**config.mk**
```make
export PLATFORM = sky130hd
export DESIGN_NAME = uart_rx_sampler
export DESIGN_NICKNAME = d
export VERILOG_FILES = /design/src/rtl/uart_rx_sampler.sv
export SDC_FILE = /design/constraint.sdc
export NUM_CORES = 1
export LEC_CHECK = 0
export CORE_MARGIN = 4
export CORE_UTILIZATION = 55
export CTS_CLUSTER_SIZE = 14
export DETAILED_ROUTE_END_ITERATION = 12
export PLACE_DENSITY_LB_ADDON = 0.05
export SYNTH_ARGS = -nofsm -noshare
export SYNTH_HDL_FRONTEND = slang
export SYNTH_SLANG_ARGS = --single-unit
```
**constraint.sdc**
```tcl
create_clock -name iClk -period 2.32 [get_ports iClk]
set_clock_uncertainty 0.15 [all_clocks]
set_input_delay 0.464 -clock iClk [delete_from_list [all_inputs] [get_ports iClk]]
set_output_delay 0.464 -clock iClk [all_outputs]
set_load 0.005 [all_outputs]
```
**src/rtl/uart_rx_sampler.sv**
```systemverilog
// uart_rx_sampler: 8N1 asynchronous serial receiver, LSB first.
// The RX line is double-synchronised, the start bit is qualified at mid-bit,
// and every data/stop bit is sampled once, in the middle of its bit period.
// Good frames produce a one-cycle oValid with oData updated in that same cycle;
// frames whose stop bit samples low produce a one-cycle oFrameErr instead.
module uart_rx_sampler #(
    parameter int CLKS_PER_BIT = 5208,
    parameter int CNT_W        = 16
) (
    input  logic       iClk,
    input  logic       iRst_n,
    input  logic       iRx,
    output logic [7:0] oData,
    output logic       oValid,
    output logic       oFrameErr,
    output logic       oBusy
);

    typedef enum logic [2:0] {
        IDLE,
        START,
        DATA,
        STOP,
        WAIT_IDLE
    } state_t;

    // Terminal counts: half a bit to reach mid-start, a full bit for the rest.
    localparam logic [CNT_W-1:0] HALF_LAST = CNT_W'(CLKS_PER_BIT / 2 - 1);
    localparam logic [CNT_W-1:0] FULL_LAST = CNT_W'(CLKS_PER_BIT - 1);

    state_t           state_q, state_d;
    logic [CNT_W-1:0] cnt_q, cnt_d;
    logic [2:0]       bit_idx_q, bit_idx_d;
    logic [7:0]       shift_q, shift_d;
    logic [7:0]       data_q, data_d;
    logic             valid_q, valid_d;
    logic             ferr_q, ferr_d;
    logic             sync1_q, sync2_q;
    logic             rx_s;

    assign rx_s = sync2_q;

    // Two-flop synchroniser; reset to the idle (high) line level.
    always_ff @(posedge iClk) begin
        if (!iRst_n) begin
            sync1_q <= 1'b1;
            sync2_q <= 1'b1;
        end else begin
            sync1_q <= iRx;
            sync2_q <= sync1_q;
        end
    end

    // State, counters, shift register and registered output strobes.
    always_ff @(posedge iClk) begin
        if (!iRst_n) begin
            state_q   <= IDLE;
            cnt_q     <= '0;
            bit_idx_q <= 3'd0;
            shift_q   <= 8'h00;
            data_q    <= 8'h00;
            valid_q   <= 1'b0;
            ferr_q    <= 1'b0;
        end else begin
            state_q   <= state_d;
            cnt_q     <= cnt_d;
            bit_idx_q <= bit_idx_d;
            shift_q   <= shift_d;
            data_q    <= data_d;
            valid_q   <= valid_d;
            ferr_q    <= ferr_d;
        end
    end

    // Next-state logic: bit timing, mid-bit sampling and frame checking.
    always_comb begin
        state_d   = state_q;
        cnt_d     = cnt_q;
        bit_idx_d = bit_idx_q;
        shift_d   = shift_q;
        data_d    = data_q;
        valid_d   = 1'b0;
        ferr_d    = 1'b0;

        unique case (state_q)
            IDLE: begin
                cnt_d = '0;
                if (!rx_s) begin
                    state_d = START;
                end
            end

            START: begin
                if (cnt_q == HALF_LAST) begin
                    cnt_d = '0;
                    // A line that is high again at mid-start was only a glitch.
                    if (rx_s) begin
                        state_d = IDLE;
                    end else begin
                        state_d   = DATA;
                        bit_idx_d = 3'd0;
                    end
                end else begin
                    cnt_d = cnt_q + 1'b1;
                end
            end

            DATA: begin
                if (cnt_q == FULL_LAST) begin
                    cnt_d   = '0;
                    // Right shift so the first (LSB) bit ends in shift_q[0].
                    shift_d = {rx_s, shift_q[7:1]};
                    if (bit_idx_q == 3'd7) begin
                        state_d   = STOP;
                        bit_idx_d = 3'd0;
                    end else begin
                        bit_idx_d = bit_idx_q + 3'd1;
                    end
                end else begin
                    cnt_d = cnt_q + 1'b1;
                end
            end

            STOP: begin
                if (cnt_q == FULL_LAST) begin
                    cnt_d = '0;
                    if (rx_s) begin
                        data_d  = shift_q;
                        valid_d = 1'b1;
                        state_d = IDLE;
                    end else begin
                        // Hold off until the line recovers so a break gives one error.
                        ferr_d  = 1'b1;
                        state_d = WAIT_IDLE;
                    end
                end else begin
                    cnt_d = cnt_q + 1'b1;
                end
            end

            WAIT_IDLE: begin
                cnt_d = '0;
                if (rx_s) begin
                    state_d = IDLE;
                end
            end

            default: begin
                state_d = IDLE;
                cnt_d   = '0;
            end
        endcase
    end

    assign oData     = data_q;
    assign oValid    = valid_q;
    assign oFrameErr = ferr_q;
    assign oBusy     = (state_q != IDLE);

endmodule

```
==> results by group <==
CTS
  – Clock sink count: 42
  – Clk Latency, worst-skew pair: 0.36 ns
  – Post_cts resized: 0
  – CTS tree: built
  – CTS Buf Count: 5
  – Clock slew at reported path FFs: 0.13 ns
  – # hold bufs at CTS: 0
  – CTS max path bufs: 2
  – Setup Buffers After CTS: 0
  – CTS root buf: clkbuf_4
  – H-tree depth: 2

Critical path
  – Reg2Reg Setup Slack: 0.19 ns
  – CP Capture Type: output pin
  – Critical Path Source Type: flip-flop
  – Crit path cell chain: or3_1, clkdlybuf4s50_1
  – R2R depth: 6
  – Data required time of the critical path: 1.71 ns
  – CP bufs+invs: 1
  – Max stage delay on crit path: 0.45 ns
  – Delay-heaviest family, CP: buffers and inverters
  – Critical Path AT: 1.59 ns
  – WS Path Type: reg -> out
  – Worst path slowest cell: clkdlybuf4s50_1
  – Worst R2R End: bit_idx_q[0]
  – Crit Path Max Fanout: 9
  – RR Startpoint: cnt_q[0]

STA
  – Final Hold Viols: 0
  – Hold slack final: 0.299 ns
  – FMAX: 0.453 GHz
  – Smallest setup slack after layout: 0.113 ns
  – RSZ-0062 raised after global routing: false
  – Max-slew violations: 0
  – Shortest period the worst path allows: 2.21 ns
  – Final setup viols: 0
  – Setup TNS: 0 ns
  – Worst Max-Slew Pin Slew: 0.363 ns
  – Final worst-path cycle share: 95.1%
  – Worst rel slew slack: 75.7%

Final layout
  – Diode count: 0
  – NumNets Final: 225
  – Filler cell count: 321
  – Most frequent cells in the layout: 42 x dfxtp_1, 30 x nor2_1, 21 x nand2_1
  – Most common cell after layout, fill and taps aside: dfxtp_1
  – P&R area growth vs syn: 10.3%
  – Final Non-Filler Cells: 266
  – Layout cell share with drive strength beyond 1: 9.09%

Placement
  – Post-Place Worst Slack: 0.193 ns
  – Gpl congestion: 0.897
  – Placed Cells: 258
  – Post-detail-place hpwl: 2630 um
  – I/O Buffers: 13

Route
  – # DRC: 0
  – Antenna-violating nets left: 0
  – Routed wire length: 3590 um
  – Detailed Route Iter0 Violations: 66
  – Routed wire length per instance: 13.5 um
  – 1st-pass router iterations: 4
  – Via count: 1444
  – Vias per cell: 5.43

Synth
  – Ys Warns: 0
  – Post-Syn Nets: 215
  – Yosys cell types: 46
  – Mapped cell area: 1920 um2
  – Synth Flop Type: dfxtp_1
  – Synth async-reset ratio: 0%
  – Post-synth EDFFs: 0
  – Synth Instances: 209
  – Sequential area share after synthesis: 43.7%
  – Synth Register Bits: 42
  – Avg Cell Area, Syn: 9.20 um2

Global route
  – Gr ovfl total: 0
  – Initial antenna violation count: 0
  – Largest net degree at the start of global routing: 19
  – Vias in the first global route: 1365
  – Gr usage total: 18.3%
  – First-pass GRT wire length: 6150 um

Worst hold path
  – Hold Path Class: reg -> reg
  – Worst Hold Path EP: rx_s
  – Worst Hold Depth: 1
  – Hold Path Origin: sync1_q

Floorplanning
  – Die Area: 4510 um2
  – Die height: 67.1 um
  – Core area: 3360 um2
  – Rows: 21
  – Boundary pin count: 14
  – Initial Util: 57.2%
  – DIE WIDTH: 67.1 um

Power
  – Total power: 1.23 mW
  – Leakage: 0.718 nW
  – IR Drop Worst-Case VDD: 457 uV
  – Power per cell area: 580 nW/um2

Outcome
  – Status: finished clean

Run
  – Maxcap violations: 0
## registers in the layout, summed over array words and instances, names as in the netlist
register / flops
bit_idx_q: 3
cnt_q: 16
oData: 8
oFrameErr: 1
oValid: 1
rx_s: 1
shift_q: 8
state_q: 3
sync1_q: 1
## stage by stage
stage               instance area [um2]  utilization (%)
floorplan                          1920                -
global placement                   2040             60.7
detailed placement                 2040             60.7
CTS                                2120             63.1
global route                       2120             63.1
finish                             2120             63.1
## cells in the mapped netlist, types with 3 or more instances
cell type	count	area [um2]
buf_2	5	25.0
nand2b_1	3	18.8
xor2_1	10	87.6
dfxtp_1	42	841
mux2i_1	9	90.1
ha_1	3	37.5
inv_1	3	11.3
o21ai_0	9	45.0
nand3_1	17	85.1
xnor2_1	4	35.0
clkbuf_1	3	11.3
nor2_1	30	113
nor2b_1	3	18.8
nand4_1	5	31.3
nor3_1	4	20.0
nand2_1	21	78.8
## how the worst max path moves through the flow
stage	start	to	slack, ns	depth (start not counted)
final	state_q[2]	oBusy	0.11	2
after global routing	state_q[2]	oBusy	0.05	2
after CTS	state_q[2]	oBusy	0.09	2
after detailed placement	cnt_q[0]	bit_idx_q[0]	0.19	6
after global placement	cnt_q[0]	bit_idx_q[0]	0.34	6
after floorplan	cnt_q[0]	shift_q[7]	0.46	7
## metal layers
layer | global-route usage [%] | wire [um] | part of all wire [%] | vias up
met5 | 0 | 0 | 0 | -
met4 | 9.11 | 54 | 1.5 | 0
met3 | 3.99 | 163 | 4.5 | 6
met2 | 28.3 | 1600 | 45 | 32
met1 | 23.9 | 1770 | 49 | 666
li1 | - | - | - | 740
## cell type report
class | count | area, um2 | area share (%)
clock inverter | 2 | 37.5 | 1.77
tap | 46 | 57.6 | 2.71
inverter | 3 | 11.3 | 0.531
clock buffer | 6 | 41.3 | 1.95
sequential | 42 | 841 | 39.6
multi-input combinational | 152 | 987 | 46.5
timing repair buffer | 15 | 145 | 6.84
## power breakdown
part,switching [mW],total [mW],internal (mW)
clock,0.238,0.465,0.227
sequential,0.00443,0.729,0.724
combinational,0.0213,0.0371,0.0158
## worst reg2reg max path, delay by kind of cell (launching register included)
family,cells,cell delay [ns]
AO/OA/AOI/OAI,1,0.18
multiplexers,1,0.20
flip-flops,1,0.40
adder cells (fa/ha/maj),1,0.25
AND/OR/NAND/NOR,3,0.90
## logic make-up (layout without fill, tap and decap cells)
kind of cell	Yosys count	count (layout)	share of synthesized area (%)
xor+xnor	14	14	6.38
fa+ha+maj	3	3	1.95
buf+inv	15	26	4.94
simple gates	106	106	31.0
mux	9	9	4.68
flops	42	42	43.7
compound gates	20	20	7.35
No activity file was read; power rests on OpenSTA's default activity.
